### config.mk
export PLATFORM = sky130hd
export DESIGN_NAME = stoch_decode
export DESIGN_NICKNAME = d
export VERILOG_FILES = /design/src/rtl/stoch_decode.sv
export SDC_FILE = /design/constraint.sdc
export NUM_CORES = 1
export LEC_CHECK = 0
export ABC_AREA = 1
export CAP_MARGIN = 20
export CORE_MARGIN = 1.5
export CORE_UTILIZATION = 50
export CTS_BUF_LIST = sky130_fd_sc_hd__clkbuf_8
export DETAILED_ROUTE_END_ITERATION = 8
export DONT_BUFFER_PORTS = 1
export HOLD_SLACK_MARGIN = 0.12
export REMOVE_ABC_BUFFERS = 1
export SYNTH_ARGS = -nofsm -noshare
export SYNTH_HDL_FRONTEND = slang
export SYNTH_SLANG_ARGS = --single-unit
export TNS_END_PERCENT = 10
### constraint.sdc
create_clock -name CLK -period 2.6 [get_ports CLK]
set_input_delay 0.52 -clock CLK [delete_from_list [all_inputs] [get_ports CLK]]
set_output_delay 0.52 -clock CLK [all_outputs]
set_load 0.02 [all_outputs]
### src/rtl/stoch_decode.sv
// Windowed stochastic-to-binary decoder: counts 1s over 2^WINDOW_LOG2 valid samples
// and holds the result under a valid/ready handshake. Macro STOCH_DECODE_BIPOLAR_EN selects bipolar output.
module stoch_decode #(
  parameter int WINDOW_LOG2 = 8,
  parameter int OUT_WIDTH   = WINDOW_LOG2 + 2
) (
  input  logic                 CLK,
  input  logic                 RST,
  input  logic                 en,
  input  logic                 a,
  output logic [OUT_WIDTH-1:0] y,
  output logic                 y_valid,
  input  logic                 y_ready,
  output logic                 overrun
);

  logic [WINDOW_LOG2:0]   ones_q, ones_d, sum_p0;
  logic [WINDOW_LOG2-1:0] samp_q, samp_d;
  logic [OUT_WIDTH-1:0]   y_q, y_d;
  logic                   y_valid_q, y_valid_d;
  logic                   overrun_q, overrun_d;
  logic                   close_p0;

  // Map a window count (0..2^WINDOW_LOG2) onto the output word.
  function automatic logic [OUT_WIDTH-1:0] window_result(input logic [WINDOW_LOG2:0] cnt);
`ifdef STOCH_DECODE_BIPOLAR_EN
    logic signed [OUT_WIDTH-1:0] dbl;
    logic signed [OUT_WIDTH-1:0] bias;
    dbl  = $signed({cnt, 1'b0});
    bias = $signed(OUT_WIDTH'(1) << WINDOW_LOG2);
    return dbl - bias;
`else
    return OUT_WIDTH'(cnt);
`endif
  endfunction

  // Stage p0: count, detect window close, run the output handshake.
  always_comb begin
    close_p0  = en && (samp_q == '1);
    sum_p0    = ones_q + (WINDOW_LOG2 + 1)'(a);
    ones_d    = ones_q;
    samp_d    = samp_q;
    y_d       = y_q;
    y_valid_d = y_valid_q;
    overrun_d = overrun_q;
    if (en) begin
      samp_d = samp_q + WINDOW_LOG2'(1);
      ones_d = close_p0 ? '0 : sum_p0;
    end
    if (close_p0) begin
      y_d       = window_result(sum_p0);
      y_valid_d = 1'b1;
      if (y_valid_q && !y_ready) overrun_d = 1'b1;
    end else if (y_valid_q && y_ready) begin
      y_valid_d = 1'b0;
    end
  end

  always_ff @(posedge CLK) begin
    if (RST) begin
      ones_q    <= '0;
      samp_q    <= '0;
      y_q       <= '0;
      y_valid_q <= 1'b0;
      overrun_q <= 1'b0;
    end else begin
      ones_q    <= ones_d;
      samp_q    <= samp_d;
      y_q       <= y_d;
      y_valid_q <= y_valid_d;
      overrun_q <= overrun_d;
    end
  end

  assign y       = y_q;
  assign y_valid = y_valid_q;
  assign overrun = overrun_q;

endmodule

Yosys cells after proc, flatten, opt, wreduce, memory -nomap -nowiden

Cells that the tools add are included.

Add/sub/neg operators: 2
Equality and inequality tests: 1
Multiplexer cells: 3
Reduce and logical (&&, ||, !) cells: 6

Operators by type and width:

| cell                                                          | count |
|---|---|
| 9-bit by 1-bit adder with 9-bit output                        | 1 |
| 9-bit 2-to-1 mux                                              | 1 |
| 8-bit by 1-bit adder with 8-bit output, second input constant | 1 |
| 8-bit equality test, second input constant                    | 1 |
| 1-bit logical AND                                             | 3 |
| 1-bit 2-to-1 mux                                              | 2 |
| 2-bit AND reduction                                           | 1 |
| 2-bit nonzero test                                            | 1 |
| 1-bit zero test                                               | 1 |

Register bits: 28
Output and inout bits: 12
Logic and storage cells: 17
Bits of input ports: 5

Logic depth before layout (Yosys ltp)

Gate-level depths: netlist of the first run.

Depth in word-level cells: 3
Mapped depth: 9
Depth with buffers taken out: 9

Least setup slack after synthesis of the first run

No wires, ideal clock.

Path kind: input to register
Start point: input port a
End point: register ones_q[6]
Setup time: 0.129 ns
Stages: 9
Required time: 2.471 ns
Buffers on the path: 0
Slack: 1.102 ns
Arrival time: 1.369 ns
Cell sequence: ha_1 ha_1 nand3_2 nor2_1 nand2_1 nand2_1 nor2_1 nor2_1 nor2_1

Word-level cells in the longest chain between the ends: 2

Ends and longest elaborated chain:

| what                                   | line | text |
|---|---|---|
| from (decl)                            | 10   | `input logic a,` |
| 9-bit by 1-bit adder with 9-bit output | 40   | `sum_p0 = ones_q + (WINDOW_LOG2 + 1)'(a);` |
| 9-bit 2-to-1 mux                       | 48   | `ones_d = close_p0 ? '0 : sum_p0;` |
| to (signal assigned)                   | 67   | `ones_q <= ones_d;` |
| to (decl)                              | 17   | `logic [WINDOW_LOG2:0] ones_q, ones_d, sum_p0;` |

Every way passes these cells.
A chain may end at the register's enable or synchronous reset.

Final worst setup path of the first run

Start point: register samp_q[0]
End point: register ones_q[8]

Word-level cells in the longest chain between the ends: 3

Ends and longest elaborated chain:

| what                   | line | text |
|---|---|---|
| from (decl)            | 18   | `logic [WINDOW_LOG2-1:0] samp_q, samp_d;` |
| from (signal assigned) | 68   | `samp_q <= samp_d;` |
| 8-bit equality test    | 39   | `close_p0 = en && (samp_q == '1);` |
| 1-bit logical AND      | 39   |  |
| 9-bit 2-to-1 mux       | 48   |  |

Every way passes these cells.

==> summary.txt, run 1 <==
area delta synth->final: 5.24%
crit path launch: samp_q[0]
Hold Path Class: input pin to register
net total in the final layout: 181
Port Buf Inserts: 0
status: finished, final reports clean
final cell count without fillers: 202
critical path endpoint category: register
flops & latches, synth: 28
met2 WL: 1.03 mm
GRT overflow: 0
Crit Path Max Fanout: 13
layout cell share with drive strength beyond 1: 17.4%
vias per cell: 5.08
Placement Setup Slack: 1030 ps
Synth Warn #: 0
Gate Count Post-Synth: 173
RSZ-0062 raised after global routing: false
number of routed nets with antenna violations: 0
Final Slew Violations: 0
met3 routed WL: 129 um
final WL: 2.43 mm
chip height: 54.7 um
Cells after DPL: 198
post-cts sizing count: 0
Req. time, crit path: 2780 ps
pin count of the biggest net entering global routing: 17
Crit path largest cell delay: 400 ps
sequential element share of the synthesized area: 41.9%
Total GRT Usage: 19.1%
final worst slack: 1120 ps
CP Class: register to register
Detailed Routing Iterations Pass 1: 4
fin crit share: 56.9%
Synth Cell Area: 0.00134 mm^2
crit start category: register
Peak supply drop: 0.000392 V
DRC Markers: 0
hold_sp: RST
Lkg Pwr: 0.592 nW
post-CTS setup buffers: 0
initial core utilization: 53.5%
slowest CP cell: dfxtp_1
count of different cell masters after synthesis: 27
number of hold buffers added after CTS: 0
fmax: 0.676 GHz
Final Setup Violations: 0
CP arrival: 1660 ps
clock sinks: 28
DPL Wire Length: 1.73 mm
first-pass GRT wire length: 4.08 mm
CTS tree: built
Final Util: 56.3%
num rows: 18
I/O pin total: 17
clk_lat worst skew: 270 ps
Setup Total Neg Slack: 0 ps
Chip Width: 54.7 um
critical-path cell list: ha_1 > nand2_4 > nor2_8 > nand3_4 > nand2_2 > inv_2 > nand2_1 > a21oi_2
drt first-iter violations: 11
wire length on met1: 1.23 mm
H-tree levels: 1
total CTS buffers: 3
Die ar.: 0.00299 mm^2
Wirelength per Cell: 12.0 um
max-cap viol count: 0
Period minus WS final: 1480 ps
GP Congestion: 0.812
CTS clk-pin slew, worst paths: 90 ps
worst path bufs/invs: 1
Ant. Diodes: 0
hold_ws: 292 ps
synthesized area per cell: 7.73 um^2
Core ar.: 0.00250 mm^2
Root Buffer: clkbuf_8
initial antenna violation count: 0
DR vias: 1027
Final Hold Viols: 0
RR Startpoint: samp_q[0]
worst-case clock buffer depth: 2
Layout Skew: 1.81 ps
uppermost layer routed: met4
Crit path max-delay family: simple AND/OR/NAND/NOR gates
number of global-route vias before repair: 962
Power Density: 571 mW/mm^2
[cells in the final DEF (no fill, tap or decap)]
cell,synthesis,final
a21oi_1,10,10
a21oi_2,5,5
bufinv_16,0,1
clkbuf_8,0,3
conb_1,1,1
dfxtp_1,28,28
ha_1,3,3
inv_1,14,14
inv_2,2,2
nand2_1,36,36
nand2_2,5,5
nand2_4,1,1
nand3_2,2,2
nand3_4,1,1
nand3b_1,2,2
nor2_1,28,28
nor2_2,6,6
nor2_4,1,1
nor2_8,1,1
nor3_1,1,1
o21a_1,1,1
o21ai_0,13,13
o21ai_2,2,2
xnor2_1,4,4
xor2_1,1,1
[cell families after synthesis]
logic type / share of synthesized area [%]
xor gates and xnor gates: 3.27
AOI/OAI and AO/OA: 13.8
DFF: 41.9
other: 0.280
buffers and inverters: 7.39
and+or+nand+nor: 30.6
adders and majority gates: 2.81
[metrics by stage]
step	power, mW	cell area (um^2)
after floorplan	0.467	1300
after global placement	0.472	1340
after detailed placement	0.472	1340
after CTS	0.813	1410
after global routing	0.833	1410
final	0.804	1410
[synth_stat cells (all sizes together)]
cell     n  area share (%)
a21oi   15             7.0
buf      3             2.2
clkbuf   2            0.65
conb     1            0.28
dfxtp   28              42
ha       3             2.8
inv     16             4.5
nand2   42              13
nand3    3             2.8
nand3b   2             1.1
nor2    36              13
nor3     1            0.37
o21a     1            0.56
o21ai   15             6.2
xnor2    4             2.6
xor2     1            0.65
[report_power, final]
part	internal [mW]	switching, mW	total (mW)
Combinational	0.00840	0.0167	0.0251
Sequential	0.433	0.00393	0.437
Clock	0.206	0.136	0.342
Total	0.648	0.156	0.804
[registers in the layout (all words and copies together) (netlist names)]
| register | count |
|---|---|
| y | 9 |
| y_valid | 1 |
| overrun | 1 |
| ones_q | 9 |
| samp_q | 8 |
[path summary, 6_finish.rpt]
path | endpoint | slack [ps] | cells after the start
setup / recovery | ones_q[8] | 1120 | 8
hold / removal | ones_q[8] | 290 | 1
setup reg to reg | ones_q[8] | 1120 | 8
hold reg to reg | samp_q[7] | 460 | 2
[cell type report]
cell class,count,area [um^2]
Fill cell,235,1090
Sequential cell,28,561
Clock inverter,1,30.0
Clock buffer,3,41.3
Multi-Input combinational cell,124,678
Inverter,16,60.1
Tap cell,30,37.5
[layer usage]
| layer | vias to the layer above | GRT usage [%] |
|---|---|---|
| li1 | 537 | - |
| met1 | 459 | 25.8 |
| met2 | 26 | 29.0 |
| met3 | 5 | 4.37 |
| met4 | 0 | 7.50 |
| met5 | - | 0 |
Note: power is estimated with default switching activity, not from simulation.
==> run 2, diff against run 1 <==
- clock period: 2.6 -> 1.4 ns (I/O delays scaled with it)
==> run 2 against run 1 <==
- wire length increased by 2.3%
- final area increased by 6.8%
- cell count increased by 3.0%
- sequential cell count unchanged
- fmax increased by 14%
- first-iteration DRC count increased by 130%
- hold slack got worse by 240 ps
- combinational power increased by 130%
- highest routed layer unchanged
==> summary.txt, run 2 (same netlist as run 1, synthesis figures left out) <==
DR vias: 1054 (+2.6%)
Setup Total Neg Slack: 0 ps (unchanged)
initial core utilization: 53.5% (unchanged)
Hold Path Class: input pin to register
Ant. Diodes: 0 (unchanged)
I/O pin total: 17 (unchanged)
net total in the final layout: 187 (+3.3%)
CP Class: register to register
GRT overflow: 0 (unchanged)
status: finished, final reports clean
chip height: 54.7 um (unchanged)
crit start category: register
Layout Skew: 4.38 ps (+2.57 ps)
fin crit share: 92.8% (+36 points)
num rows: 18 (unchanged)
Req. time, crit path: 1610 ps (-1170 ps)
CTS tree: built
Power Density: 1000 mW/mm^2 (+76%)
GP Congestion: 0.813 (+0.12%)
Port Buf Inserts: 0 (unchanged)
Cells after DPL: 200 (+1.0%)
total CTS buffers: 3 (unchanged)
final WL: 2.48 mm (+2.3%)
H-tree levels: 1 (unchanged)
layout cell share with drive strength beyond 1: 23.6% (+6.2 points)
pin count of the biggest net entering global routing: 17 (unchanged)
max-cap viol count: 0 (unchanged)
Period minus WS final: 1300 ps (-179 ps)
most common cell after layout, fill and taps aside: nand2_1
Chip Width: 54.7 um (unchanged)
Final Setup Violations: 0 (unchanged)
number of hold buffers added after CTS: 1 (+1)
Total GRT Usage: 18.7% (-0.36 points)
Final Hold Viols: 0 (unchanged)
Root Buffer: clkbuf_8
first-pass GRT wire length: 3.91 mm (-4.2%)
Final Slew Violations: 0 (unchanged)
initial antenna violation count: 0 (unchanged)
clk_lat worst skew: 270 ps (about the same)
number of routed nets with antenna violations: 0 (unchanged)
DRC Markers: 0 (unchanged)
CTS clk-pin slew, worst paths: 100 ps (about the same)
area delta synth->final: 12.3%
Lkg Pwr: 0.614 nW (+3.8%)
Wirelength per Cell: 11.9 um (-0.68%)
Detailed Routing Iterations Pass 1: 4 (unchanged)
drt first-iter violations: 25 (+14)
critical path endpoint category: register
Peak supply drop: 0.000576 V (+47%)
Die ar.: 0.00299 mm^2 (unchanged)
DPL Wire Length: 1.82 mm (+5.1%)
number of global-route vias before repair: 913 (-5.1%)
Core ar.: 0.00250 mm^2 (unchanged)
final cell count without fillers: 208 (+3.0%)
Crit Path Max Fanout: 4 (-9)
vias per cell: 5.07 (-0.33%)
fmax: 0.770 GHz (+14%)
clock sinks: 28 (unchanged)
commonest non-fill, non-tap cells in the layout: nand2_1, nor2_1, dfxtp_1, inv_1, o21ai_0
worst-case clock buffer depth: 2 (unchanged)
CP arrival: 1510 ps (-150 ps)
[run 2: cell types whose count changed in the layout (fill, tap and decap cells not counted), moves of 2 or more]
cell / before / now
ha_1: 3 / 0
buf_4: 0 / 4
dfxtp_2: 0 / 3
dfxtp_1: 28 / 25
ha_4: 0 / 2
[run 2: path summary, 6_finish.rpt]
| check | from | to | slack (ps) | depth (start not counted) |
|---|---|---|---|---|
| setup reg to reg | ones_q[0] | ones_q[8] | 100 | 8 |
| hold reg to reg | samp_q[7] | samp_q[7] | 450 | 2 |
| hold / removal | RST | y_valid | 50 | 1 |
| setup / recovery | ones_q[0] | ones_q[8] | 100 | 8 |
[run 2: through the flow]
stage	hold slack, ps	setup WS (ps)	instance area (um^2)	total power, mW	utilization (%)
floorplan	342	105	1300	0.867	-
global placement	346	12.5	1350	0.880	54.1
detailed placement	348	-41.3	1350	0.881	54.1
CTS	48.0	25.7	1460	1.52	58.2
global route	37.1	-14.4	1500	1.56	60.1
finish	52.3	101	1500	1.51	60.1
[run 2: layout make-up]
| type | count | area (um^2) |
|---|---|---|
| Fill cell | 241 | 997 |
| Multi-Input combinational cell | 124 | 716 |
| Sequential cell | 28 | 564 |
| Inverter | 16 | 62.6 |
| Timing Repair Buffer | 6 | 51.3 |
| Clock buffer | 3 | 41.3 |
| Tap cell | 30 | 37.5 |
| Clock inverter | 1 | 30.0 |
[run 2: routing by layer]
| metal | up-vias | global-route usage, % | part of all wire [%] |
|---|---|---|---|
| li1 | 550 | - | - |
| met1 | 478 | 24.7 | 49 |
| met2 | 22 | 28.8 | 45 |
| met3 | 4 | 4.92 | 5.2 |
| met4 | 0 | 7.50 | 1.0 |
| met5 | - | 0 | 0 |
[run 2: power breakdown]
group          switching [mW]  internal, mW  total, mW
registers             0.00789         0.806      0.814
clock network           0.251         0.383      0.634
logic                  0.0340        0.0248     0.0589
[run 2: worst max-delay path, stage by stage, from the launching register on]
cell and delay, ps:
dfxtp_2 360, ha_4 150, ha_4 140, nand3_4 110
inv_1 90, nand3b_1 90, nand2_1 120, nand2_1 80
a21oi_2 110
[run 2: what timing repair did]
item,CTS,global route
setup buffers,0,3
endpoints found under the setup margin,5,18
hold endpoints to repair,14,13
resized for setup,4,8
